File: config.mk
export PLATFORM = sky130hd
export DESIGN_NAME = hd_pair_deserializer_flat
export DESIGN_NICKNAME = d
export VERILOG_FILES = /design/src/rtl/hd_pair_deserializer_if.sv /design/src/rtl/hd_pair_deserializer.sv /design/src/flat_wrapper.sv
export SDC_FILE = /design/constraint.sdc
export NUM_CORES = 1
export LEC_CHECK = 0
export ABC_AREA = 0
export CAP_MARGIN = 20
export CORE_MARGIN = 3
export CORE_UTILIZATION = 44
export DETAILED_ROUTE_END_ITERATION = 6
export PLACE_DENSITY = 0.62
export RECOVER_POWER = 25
export REMOVE_ABC_BUFFERS = 1
export SLEW_MARGIN = 25
export SYNTH_ARGS = -nofsm -noshare
export SYNTH_HDL_FRONTEND = slang
export SYNTH_SLANG_ARGS = --single-unit
File: constraint.sdc
create_clock -name clk -period 2.2 [get_ports clk]
set_input_delay 0.44 -clock clk [delete_from_list [all_inputs] [get_ports clk]]
set_output_delay 0.44 -clock clk [all_outputs]
set_load 0.1 [all_outputs]
File: src/rtl/hd_pair_deserializer_if.sv
// Bundle of serial-input and pair-output signals for the Hamming pair deserializer.
// The slave modport is the deserializer; the master modport is its environment.
interface hd_pair_deserializer_if;
    logic       in_valid;
    logic       in_bit;
    logic       in_start;
    logic       out_valid;
    logic       out_ready;
    logic [6:0] code_word1;
    logic [6:0] code_word2;
    logic       frame_err;
    logic       drop;

    modport master (
        output in_valid, in_bit, in_start, out_ready,
        input  out_valid, code_word1, code_word2, frame_err, drop
    );

    modport slave (
        input  in_valid, in_bit, in_start, out_ready,
        output out_valid, code_word1, code_word2, frame_err, drop
    );
endinterface

File: src/rtl/hd_pair_deserializer.sv
// Serial-to-pair deserializer: collects 14-bit pairs of 7-bit Hamming codewords
// MSB first, buffers them in a small FIFO and presents the head under valid/ready.
// Framing restarts on in_start mid-pair; completed pairs that find the FIFO full
// are discarded and reported.
module hd_pair_deserializer #(
    parameter int DEPTH = 2
) (
    input  logic                  clk,
    input  logic                  rst,
    hd_pair_deserializer_if.slave bus
);
    localparam int PW = (DEPTH > 1) ? $clog2(DEPTH) : 1;
    localparam int CW = $clog2(DEPTH + 1);

    logic [3:0]    cnt_r;
    logic [13:0]   shift_r;
    logic          frame_err_r;
    logic          drop_r;
    logic [13:0]   mem_r [DEPTH];
    logic [PW-1:0] wr_ptr_r;
    logic [PW-1:0] rd_ptr_r;
    logic [CW-1:0] count_r;

    logic          restart_s;
    logic          complete_s;
    logic [13:0]   shift_next_s;
    logic          empty_s;
    logic          full_s;
    logic          pop_s;
    logic          push_s;
    logic [13:0]   head_s;

    // Decode framing events and FIFO push/pop qualifiers from registered state.
    always_comb begin
        restart_s    = 1'b0;
        complete_s   = 1'b0;
        shift_next_s = {shift_r[12:0], bus.in_bit};
        empty_s      = (count_r == {CW{1'b0}});
        full_s       = (count_r == CW'(DEPTH));
        pop_s        = 1'b0;
        push_s       = 1'b0;
        if (bus.in_valid) begin
            restart_s  = bus.in_start & (cnt_r != 4'd0);
            complete_s = ~restart_s & (cnt_r == 4'd13);
        end else begin
            restart_s  = 1'b0;
            complete_s = 1'b0;
        end
        if (!rst) begin
            pop_s  = ~empty_s & bus.out_ready;
            push_s = complete_s & (~full_s | pop_s);
        end else begin
            pop_s  = 1'b0;
            push_s = 1'b0;
        end
    end

    // Bit counter, shift register and framing-error pulse.
    always_ff @(posedge clk) begin
        if (rst) begin
            cnt_r       <= 4'd0;
            shift_r     <= 14'd0;
            frame_err_r <= 1'b0;
        end else begin
            frame_err_r <= restart_s;
            if (restart_s) begin
                // Partial pair abandoned; the current bit becomes bit 0.
                shift_r <= {13'd0, bus.in_bit};
                cnt_r   <= 4'd1;
            end else if (bus.in_valid) begin
                shift_r <= shift_next_s;
                cnt_r   <= (cnt_r == 4'd13) ? 4'd0 : (cnt_r + 4'd1);
            end else begin
                shift_r <= shift_r;
                cnt_r   <= cnt_r;
            end
        end
    end

    // FIFO pointers, occupancy and overflow-drop pulse.
    always_ff @(posedge clk) begin
        if (rst) begin
            wr_ptr_r <= {PW{1'b0}};
            rd_ptr_r <= {PW{1'b0}};
            count_r  <= {CW{1'b0}};
            drop_r   <= 1'b0;
        end else begin
            drop_r <= complete_s & full_s & ~pop_s;
            if (push_s) begin
                wr_ptr_r <= wr_ptr_r + PW'(1);
            end else begin
                wr_ptr_r <= wr_ptr_r;
            end
            if (pop_s) begin
                rd_ptr_r <= rd_ptr_r + PW'(1);
            end else begin
                rd_ptr_r <= rd_ptr_r;
            end
            case ({push_s, pop_s})
                2'b10:   count_r <= count_r + CW'(1);
                2'b01:   count_r <= count_r - CW'(1);
                default: count_r <= count_r;
            endcase
        end
    end

    // FIFO storage; contents are only meaningful where occupancy covers them.
    always_ff @(posedge clk) begin
        if (push_s) begin
            mem_r[wr_ptr_r] <= shift_next_s;
        end
    end

    // Head entry, forced to zero when the FIFO is empty.
    always_comb begin
        head_s = 14'd0;
        if (!empty_s) begin
            head_s = mem_r[rd_ptr_r];
        end else begin
            head_s = 14'd0;
        end
    end

    assign bus.out_valid  = ~empty_s;
    assign bus.code_word1 = head_s[13:7];
    assign bus.code_word2 = head_s[6:0];
    assign bus.frame_err  = frame_err_r;
    assign bus.drop       = drop_r;
endmodule

File: src/flat_wrapper.sv
// flat-port wrapper written by rule: the top's interface ports become plain ports
module hd_pair_deserializer_flat 
#(
    parameter int DEPTH = 2
)
  (clk, rst, bus_in_valid, bus_in_bit, bus_in_start, bus_out_ready, bus_out_valid, bus_code_word1, bus_code_word2, bus_frame_err, bus_drop);
  hd_pair_deserializer_if bus_i ();
  input  logic clk;
  input  logic rst;
  input wire logic [$bits(bus_i.in_valid)-1:0] bus_in_valid;
  input wire logic [$bits(bus_i.in_bit)-1:0] bus_in_bit;
  input wire logic [$bits(bus_i.in_start)-1:0] bus_in_start;
  input wire logic [$bits(bus_i.out_ready)-1:0] bus_out_ready;
  output wire logic [$bits(bus_i.out_valid)-1:0] bus_out_valid;
  output wire logic [$bits(bus_i.code_word1)-1:0] bus_code_word1;
  output wire logic [$bits(bus_i.code_word2)-1:0] bus_code_word2;
  output wire logic [$bits(bus_i.frame_err)-1:0] bus_frame_err;
  output wire logic [$bits(bus_i.drop)-1:0] bus_drop;
  assign bus_i.in_valid = bus_in_valid;
  assign bus_i.in_bit = bus_in_bit;
  assign bus_i.in_start = bus_in_start;
  assign bus_i.out_ready = bus_out_ready;
  assign bus_out_valid = bus_i.out_valid;
  assign bus_code_word1 = bus_i.code_word1;
  assign bus_code_word2 = bus_i.code_word2;
  assign bus_frame_err = bus_i.frame_err;
  assign bus_drop = bus_i.drop;
  hd_pair_deserializer #(.DEPTH(DEPTH)) u_core (.clk(clk), .rst(rst), .bus(bus_i));
endmodule
After elaboration in Yosys (flattened, before gate mapping):

Memory sizes are Yosys's and may differ from the RTL's. A register that Yosys moved wholly into a read port is not among the register bits.
Index checks and enable logic that the tools add are counted.

* output and inout bits: 17
* memory bits (writable): 28
* input bits: 6
* register bits: 23
* memories: 1

* add/sub/neg operators: 5
* reduce and logical (&&, ||, !) cells: 5
* equal/unequal tests: 4
* bitwise logic cells: 11
* mux-type cells: 15

Memory list
* u_core.mem_r: depth 2, bits a word 14, rd ports 1, clocked after memory_dff 1, wr ports 1, RTL line hd_pair_deserializer.sv:19 `logic [13:0] mem_r [DEPTH];`

Operators with widths (count)
* 2-to-1 mux 14 bit: 1
* 2-to-1 mux 1 bit: 12
* bitwise AND 1 bit: 6
* adder 4 x 1 -> 4 bit (second input constant): 1
* == test 2 bit (second input constant): 2
* == test 4 bit (second input constant): 1
* 2-to-1 mux 4 bit: 1
* NOT 1 bit: 4
* one-hot mux 2 bit (2 select lines): 1
* nonzero test 2 bit: 2
* nonzero test 4 bit: 1
* adder 1 bit (second input constant): 2
* adder 2 x 1 -> 2 bit (second input constant): 1
* == test 2 x 1 -> 1 bit (second input constant): 1
* zero test 2 bit: 1
* OR reduction 2 bit: 1
* subtractor 2 x 1 -> 2 bit (second input constant): 1
* bitwise OR 1 bit: 1

Longest topological paths before layout:

Gate-level depths: netlist of run 1.

* depth in word-level cells: 9
* depth in mapped cells: 7

Worst setup path after synthesis of run 1:

Ideal clock, no wire load.

* kind: register to output
* start point: register (tool-made name)
* end point: output bus_code_word1[0]
* stages on the path, launching flop included: 5
* setup slack: -0.308 ns
* arrival time: 2.068 ns
* cell sequence: dfxtp_1 > buf_2 > buf_2 > mux2i_1 > nor2_1

RTL lines
* end, declared: RTL line flat_wrapper.sv:15 `output wire logic [$bits(bus_i.code_word1)-1:0] bus_code_word1;`

Worst setup path in the final report of run 1:

* start point: input bus_in_start
* end point: register u_core.count_r[1]

* longest elaborated chain between the ends: 8
* elaborated cells on any way between the ends: 10
* those cells by class: 2 x eq/ne; 3 x mux; 4 x bitwise; 1 x reduce/logical

RTL lines
* start, declared: RTL line flat_wrapper.sv:12 `input wire logic [$bits(bus_i.in_start)-1:0] bus_in_start;`
* bitwise AND 1 bit *: RTL line hd_pair_deserializer.sv:43 `restart_s = bus.in_start & (cnt_r != 4'd0);`
* NOT 1 bit *: RTL line hd_pair_deserializer.sv:44 `complete_s = ~restart_s & (cnt_r == 4'd13);`
* bitwise AND 1 bit *: RTL line hd_pair_deserializer.sv:44
* 2-to-1 mux 1 bit *: RTL line hd_pair_deserializer.sv:42 `if (bus.in_valid) begin`
* bitwise AND 1 bit *: RTL line hd_pair_deserializer.sv:51 `push_s = complete_s & (~full_s | pop_s);`
* 2-to-1 mux 1 bit *: RTL line hd_pair_deserializer.sv:49 `if (!rst) begin`
* == test 2 x 1 -> 1 bit / == test 2 bit (equally long branches): RTL line hd_pair_deserializer.sv:99 `case ({push_s, pop_s})`
* one-hot mux 2 bit (2 select lines) / nonzero test 2 bit (equally long branches)
* end signal, assigned: RTL line hd_pair_deserializer.sv:100 `2'b10: count_r <= count_r + CW'(1);`
* end signal, assigned: RTL line hd_pair_deserializer.sv:101 `2'b01: count_r <= count_r - CW'(1);`
* end signal, assigned: RTL line hd_pair_deserializer.sv:102 `default: count_r <= count_r;`
* end, declared: RTL line hd_pair_deserializer.sv:22 `logic [CW-1:0] count_r;`

Every way passes the cells marked *; elsewhere a longest branch is shown, timed or not.
A chain may end at the register's enable or synchronous reset.

==> flow_summary.yaml, run 1 <==
grt:
  grt_pass1_wl_um: 6260
  grt_usage_pct: 15.3
  antenna_found_initial: 0
  grt-ovfl-total: 0
  grt_pass1_vias: 1357
  grt_max_degree: 23
clocking:
  insertion_delay_ns: 0.31
  root_buffer: "clkbuf_8"
  numCtsBuffers: 5
  cts_max_level: 2
  clk_pin_slew_worst_paths_ns: 0.09
  clock_path_buffers: 2
  cts_tree: "yes"
  postCtsSetupBuffers: 0
  cts_sinks: 52
route:
  vias: 1327
  wirelength_um: 3670
  drc: 0
  avgViaCountPerCell: 5.27
  first_pass_iters: 4
  wl_per_cell_um: 14.6
  drt_iter0_drc: 82
  ant_nets: 0
timing:
  maxSlewViolCount: 0
  setup_violations: 0
  setup_ws_ns: 0.182
  hold_ws_ns: 0.488
  tightest_slew_ns: 0.891
  relSlewSlack_pct: 40.4
  period_needed_ns: 2.02
  final-hold-violation-count: 0
  rsz0062_at_grt: "no"
  fmax_mhz: 495
  finalClockSkew_ns: 0.0121
  finalCritPeriodShare_pct: 91.7
pwr:
  total_power_w: 0.00172
  cellInternalPower_w: 0.00138
  swShare_pct: 20.0
  combinationalPowerShare_pct: 3.4
  vdd_ir_drop_max_mv: 0.429
  p_leak_nw: 0.886
  p_sw_w: 0.000345
  seq_power_share_pct: 59.6
  p_per_area_mw_per_mm2: 666
  pwr-share-clk_pct: 37.0
die:
  die_width_um: 74.0
  initial_core_util_pct: 46.1
  num_rows: 24
  dieArea_mm2: 0.00548
  core_area_mm2: 0.00441
  io-pin-count: 23
  die_h_um: 74.0
placement:
  dpl_worst_slack_ns: -0.186
  place_congestion: 0.744
  place_hpwl_um: 2530
  port_buffers: 22
final_layout:
  fill_cells: 372
  final_common_cell: "edfxtp_1"
  antenna_cells: 0
  drive_gt1_share_pct: 20.0
  utilization_pct: 58.6
  areaGrowthSynthToFinish_pct: 27.0
  nets: 206
  mostFrequentLayoutCells: "28 x edfxtp_1, 25 x nor2_1, 24 x dfxtp_1, 16 x mux2i_1, 16 x a21oi_1"
worst_hold_path:
  hp-class: "flip-flop to flip-flop"
  hold-path-endpoint: "u_core.wr_ptr_r"
  hp-start: "u_core.wr_ptr_r"
  hold_depth: 1
setup_path:
  crit_cells: 6
  crit_fanout: 3
  reg2reg_from: "u_core.count_r[1]"
  path_cells: "clkdlybuf4s50_1, nor4b_2, nand4_1, ha_1, or3_1, a21oi_1"
  crit_type: "input pin to flip-flop"
  critPathCaptureType: "flip-flop"
  startpoint_type: "input pin"
  r2r_slack_ns: 0.31
  r2r_end: "u_core.count_r[1]"
  rr_worst_depth: 5
  max_stage_delay_ns: 0.50
  critPathSlowestCell: "clkdlybuf4s50_1"
  critPathArrivalTime_ns: 2.26
  required_ns: 2.44
  cpLargestDelayFamily: "simple AND/OR/NAND/NOR gates"
  path_buf_inv: 1
status:
  status: "finished clean"
synth:
  syn_inst: 170
  syn-cell-area_mm2: 0.00204
  ys_ff_latch: 52
  ys_types: 28
  yosysWarnings: 0
  syn_avg_cell_area_um2: 12.0
  synth.yosys.seq_area_share_pct: 64.9
job:
  cap_violations: 0
[logic make-up after synthesis]
kind of cell,synth area share [%]
buffers and inverters,3.93
flip-flops,64.9
adder cells (fa/ha/maj),0.615
XOR/XNOR,1.29
AO/OA/AOI/OAI,7.01
AND/OR/NAND/NOR,14.4
multiplexers,7.87
[layer usage]
layer	GRT usage [%]	wire, µm
met1	17.2	1510
met2	26.9	1960
met3	5.54	168
met4	5.03	34
met5	0	0
[timing repair]
item,in CTS,in global routing
setup endpoints to repair,15,16
pin swaps,0,0
gates resized for setup,1,2
hold buffers,0,0
cloned,0,0
[power by group through the flow]
stage / Sequential (W) / Combinational, W / Clock (W)
after floorplan: 0.00105 / 0.0000217 / 0
after global placement: 0.00105 / 0.0000544 / 0
after detailed placement: 0.00105 / 0.0000568 / 0
after CTS: 0.00103 / 0.0000570 / 0.000645
after global routing: 0.00103 / 0.0000625 / 0.000692
final: 0.00103 / 0.0000578 / 0.000638
[Yosys cell counts (all sizes together)]
cell type / count / share of area [%]
clkbuf: 1 / 0.18
xor2: 2 / 0.86
xnor2: 1 / 0.43
nand4: 1 / 0.31
a211oi: 1 / 0.37
nor3: 2 / 0.49
o21ai: 2 / 0.49
nand2b: 1 / 0.31
ha: 1 / 0.61
or3: 1 / 0.31
inv: 3 / 0.55
o21bai: 1 / 0.37
and2: 1 / 0.31
buf: 8 / 3.2
nor3b: 1 / 0.37
edfxtp: 28 / 41
nor2: 26 / 4.8
o41ai: 1 / 1.4
nand2: 15 / 2.8
a21oi: 16 / 3.9
or3b: 2 / 0.86
nand3: 13 / 3.4
nor4b: 1 / 0.43
mux2i: 16 / 7.9
dfxtp: 24 / 24
a211o: 1 / 0.49
[sequential cells by signal (all words and copies together) (netlist names), named ones only]
signal                cells
u_core.rd_ptr_r           1
u_core.count_r            2
u_core.wr_ptr_r           1
u_core.cnt_r              4
u_core.bus.frame_err      1
u_core.mem_r             28
u_core.bus.drop           1
u_core.shift_r           13
[worst max-delay path by stage]
stage | start | endpoint | slack [ns]
after floorplan | flip-flop | bus_code_word1[0] | -0.37
after global placement | bus_in_start | u_core.count_r[1] | -0.13
after detailed placement | bus_in_start | u_core.count_r[1] | -0.19
after CTS | u_core.count_r[0] | bus_code_word1[3] | 0.1
after global routing | bus_in_start | u_core.count_r[1] | 0.03
final | bus_in_start | u_core.count_r[1] | 0.18
[per-stage QoR]
stage	instances	setup TNS [ns]	cell area, µm²
floorplan	161	-5.18	1970
global placement	244	-1.29	2460
detailed placement	244	-2.37	2460
CTS	252	0	2570
global route	252	0	2590
finish	252	0	2590
[layout make-up]
cell class                      instances  area, µm²  area share (%)
Clock buffer                            6       72.6            2.81
Clock inverter                          2       35.0            1.35
Inverter                                3       11.3           0.435
Timing Repair Buffer                   31        433            16.7
Tap cell                               52       65.1            2.52
Sequential cell                        52       1320            51.1
Multi-Input combinational cell        106        648            25.1
No activity file was read; power rests on OpenSTA's default activity.
==> inputs of run 2 (changes only) <==
--- a/config.mk
+++ b/config.mk
@@ -8,9 +8,9 @@
 export ABC_AREA = 0
 export CAP_MARGIN = 20
 export CORE_MARGIN = 3
-export CORE_UTILIZATION = 44
+export CORE_UTILIZATION = 45
 export DETAILED_ROUTE_END_ITERATION = 6
-export PLACE_DENSITY = 0.62
+export PLACE_DENSITY = 0.63
 export RECOVER_POWER = 25
 export REMOVE_ABC_BUFFERS = 1
 export SLEW_MARGIN = 25
==> flow_summary.yaml, run 2 (synthesized netlist as in run 1, its figures left out) <==
status:
  status: "finished clean"
setup_path:
  crit_fanout: 3
  critPathCaptureType: "flip-flop"
  startpoint_type: "input pin"
  required_ns: 2.43
  crit_type: "input pin to flip-flop"
  critPathArrivalTime_ns: 2.24
clocking:
  root_buffer: "clkbuf_8"
  numCtsBuffers: 5
  insertion_delay_ns: 0.29
  clk_pin_slew_worst_paths_ns: 0.09
  clock_path_buffers: 2
  cts_max_level: 2
  cts_hold_buf: 0
  cts_sinks: 52
  cts_tree: "yes"
final_layout:
  reg.largest.list: "u_core.mem_r x28, u_core.shift_r x13, u_core.cnt_r x4"
  largest_reg_flops: 28
  stdcell_count: 251
  utilization_pct: 61.9
  antenna_cells: 0
  fill_cells: 319
  drive_gt1_share_pct: 19.9
  mostFrequentLayoutCells: "28 x edfxtp_1, 25 x nor2_1, 24 x dfxtp_1, 16 x mux2i_1, 16 x a21oi_1"
  top_register: "u_core.mem_r"
  nets: 207
  areaGrowthSynthToFinish_pct: 27.0
  final_common_cell: "edfxtp_1"
pwr:
  p_leak_nw: 0.891
  total_power_w: 0.00171
  p_per_area_mw_per_mm2: 661
  vdd_ir_drop_max_mv: 0.453
route:
  ant_nets: 0
  drc: 0
  vias: 1346
  wl_per_cell_um: 14.1
  wirelength_um: 3540
  avgViaCountPerCell: 5.36
  first_pass_iters: 4
  drt_iter0_drc: 75
job:
  cap_violations: 0
grt:
  grt_pass1_vias: 1218
  antenna_found_initial: 0
  grt-ovfl-total: 0
  use_met2_pct: 24.0
  grtUsageMet1_pct: 17.2
  grt_pass1_wl_um: 5780
  grt_use_met3_pct: 3.28
  grt_usage_pct: 14.2
  busiest_layer: "met2"
  grt_max_degree: 23
placement:
  dp_cells: 243
  place_hpwl_um: 2450
  dpl_worst_slack_ns: -0.125
  port_buffers: 22
  place_congestion: 0.738
die:
  dieArea_mm2: 0.00537
  num_rows: 23
  initial_core_util_pct: 48.8
  core_area_mm2: 0.00417
  die_h_um: 73.3
  die_width_um: 73.3
  io-pin-count: 23
timing:
  finalCritPeriodShare_pct: 91.3
  setup_violations: 0
  final-hold-violation-count: 0
  tightest_slew_ns: 0.817
  finalClockSkew_ns: 0.00695
  period_needed_ns: 2.01
  fmax_mhz: 498
  maxSlewViolCount: 0
  rsz0062_at_grt: "no"
  relSlewSlack_pct: 45.4
  setup_ws_ns: 0.191
worst_hold_path:
  hp-class: "flip-flop to flip-flop"
run 2: area by class of cell:
cell class	count	area, µm²	share of cell area, %
Clock buffer	6	72.6	2.81
Clock inverter	2	35.0	1.36
Inverter	3	11.3	0.436
Multi-Input combinational cell	106	642	24.8
Sequential cell	52	1320	51.1
Tap cell	50	62.6	2.42
Timing Repair Buffer	32	440	17.0
run 2: metrics by stage:
stage                     instance area, µm²  TNS [ns]  hold slack [ns]
final                                   2580         0            0.477
after global routing                    2580         0            0.494
after CTS                               2580         0            0.486
after detailed placement                2470     -1.42            0.463
after global placement                  2470   -0.0920            0.449
after floorplan                         1970     -5.18            0.426
run 2: where the power goes:
group / internal (W) / total [W] / leakage (nW) / switching, W
registers: 0.00102 / 0.00103 / 0.465 / 0.00000768
logic: 0.0000236 / 0.0000592 / 0.371 / 0.0000356
clock network: 0.000338 / 0.000624 / 0.0552 / 0.000286
total: 0.00138 / 0.00171 / 0.891 / 0.000329
run 2: per-layer routing:
| layer | wire length (µm) | vias up |
|---|---|---|
| met1 | 1450 | 651 |
| met2 | 1880 | 36 |
| met4 | 19 | 0 |
| met5 | 0 | - |
| met3 | 186 | 2 |
| li1 | - | 657 |
run 2: path summary, 6_finish.rpt:
kind	start	to	slack, ns	cells after the start
max	bus_in_start	u_core.count_r[1]	0.19	6
min	u_core.shift_r[12]	u_core.mem_r[1][13]	0.48	0
max reg2reg	u_core.count_r[1]	u_core.count_r[1]	0.32	5
min reg2reg	u_core.shift_r[12]	u_core.mem_r[1][13]	0.48	0
run 2: worst max-delay path: stages:
cell and delay [ns]:
clkdlybuf4s50_1 0.42, nor4b_1 0.35, nand4_1 0.17, ha_1 0.34
or3_1 0.37, a21oi_1 0.14
run 2: repair_timing:
action                                  CTS  global route
gates resized for setup                   1             1
endpoints found under the setup margin   15             9
buffers inserted                          0             0
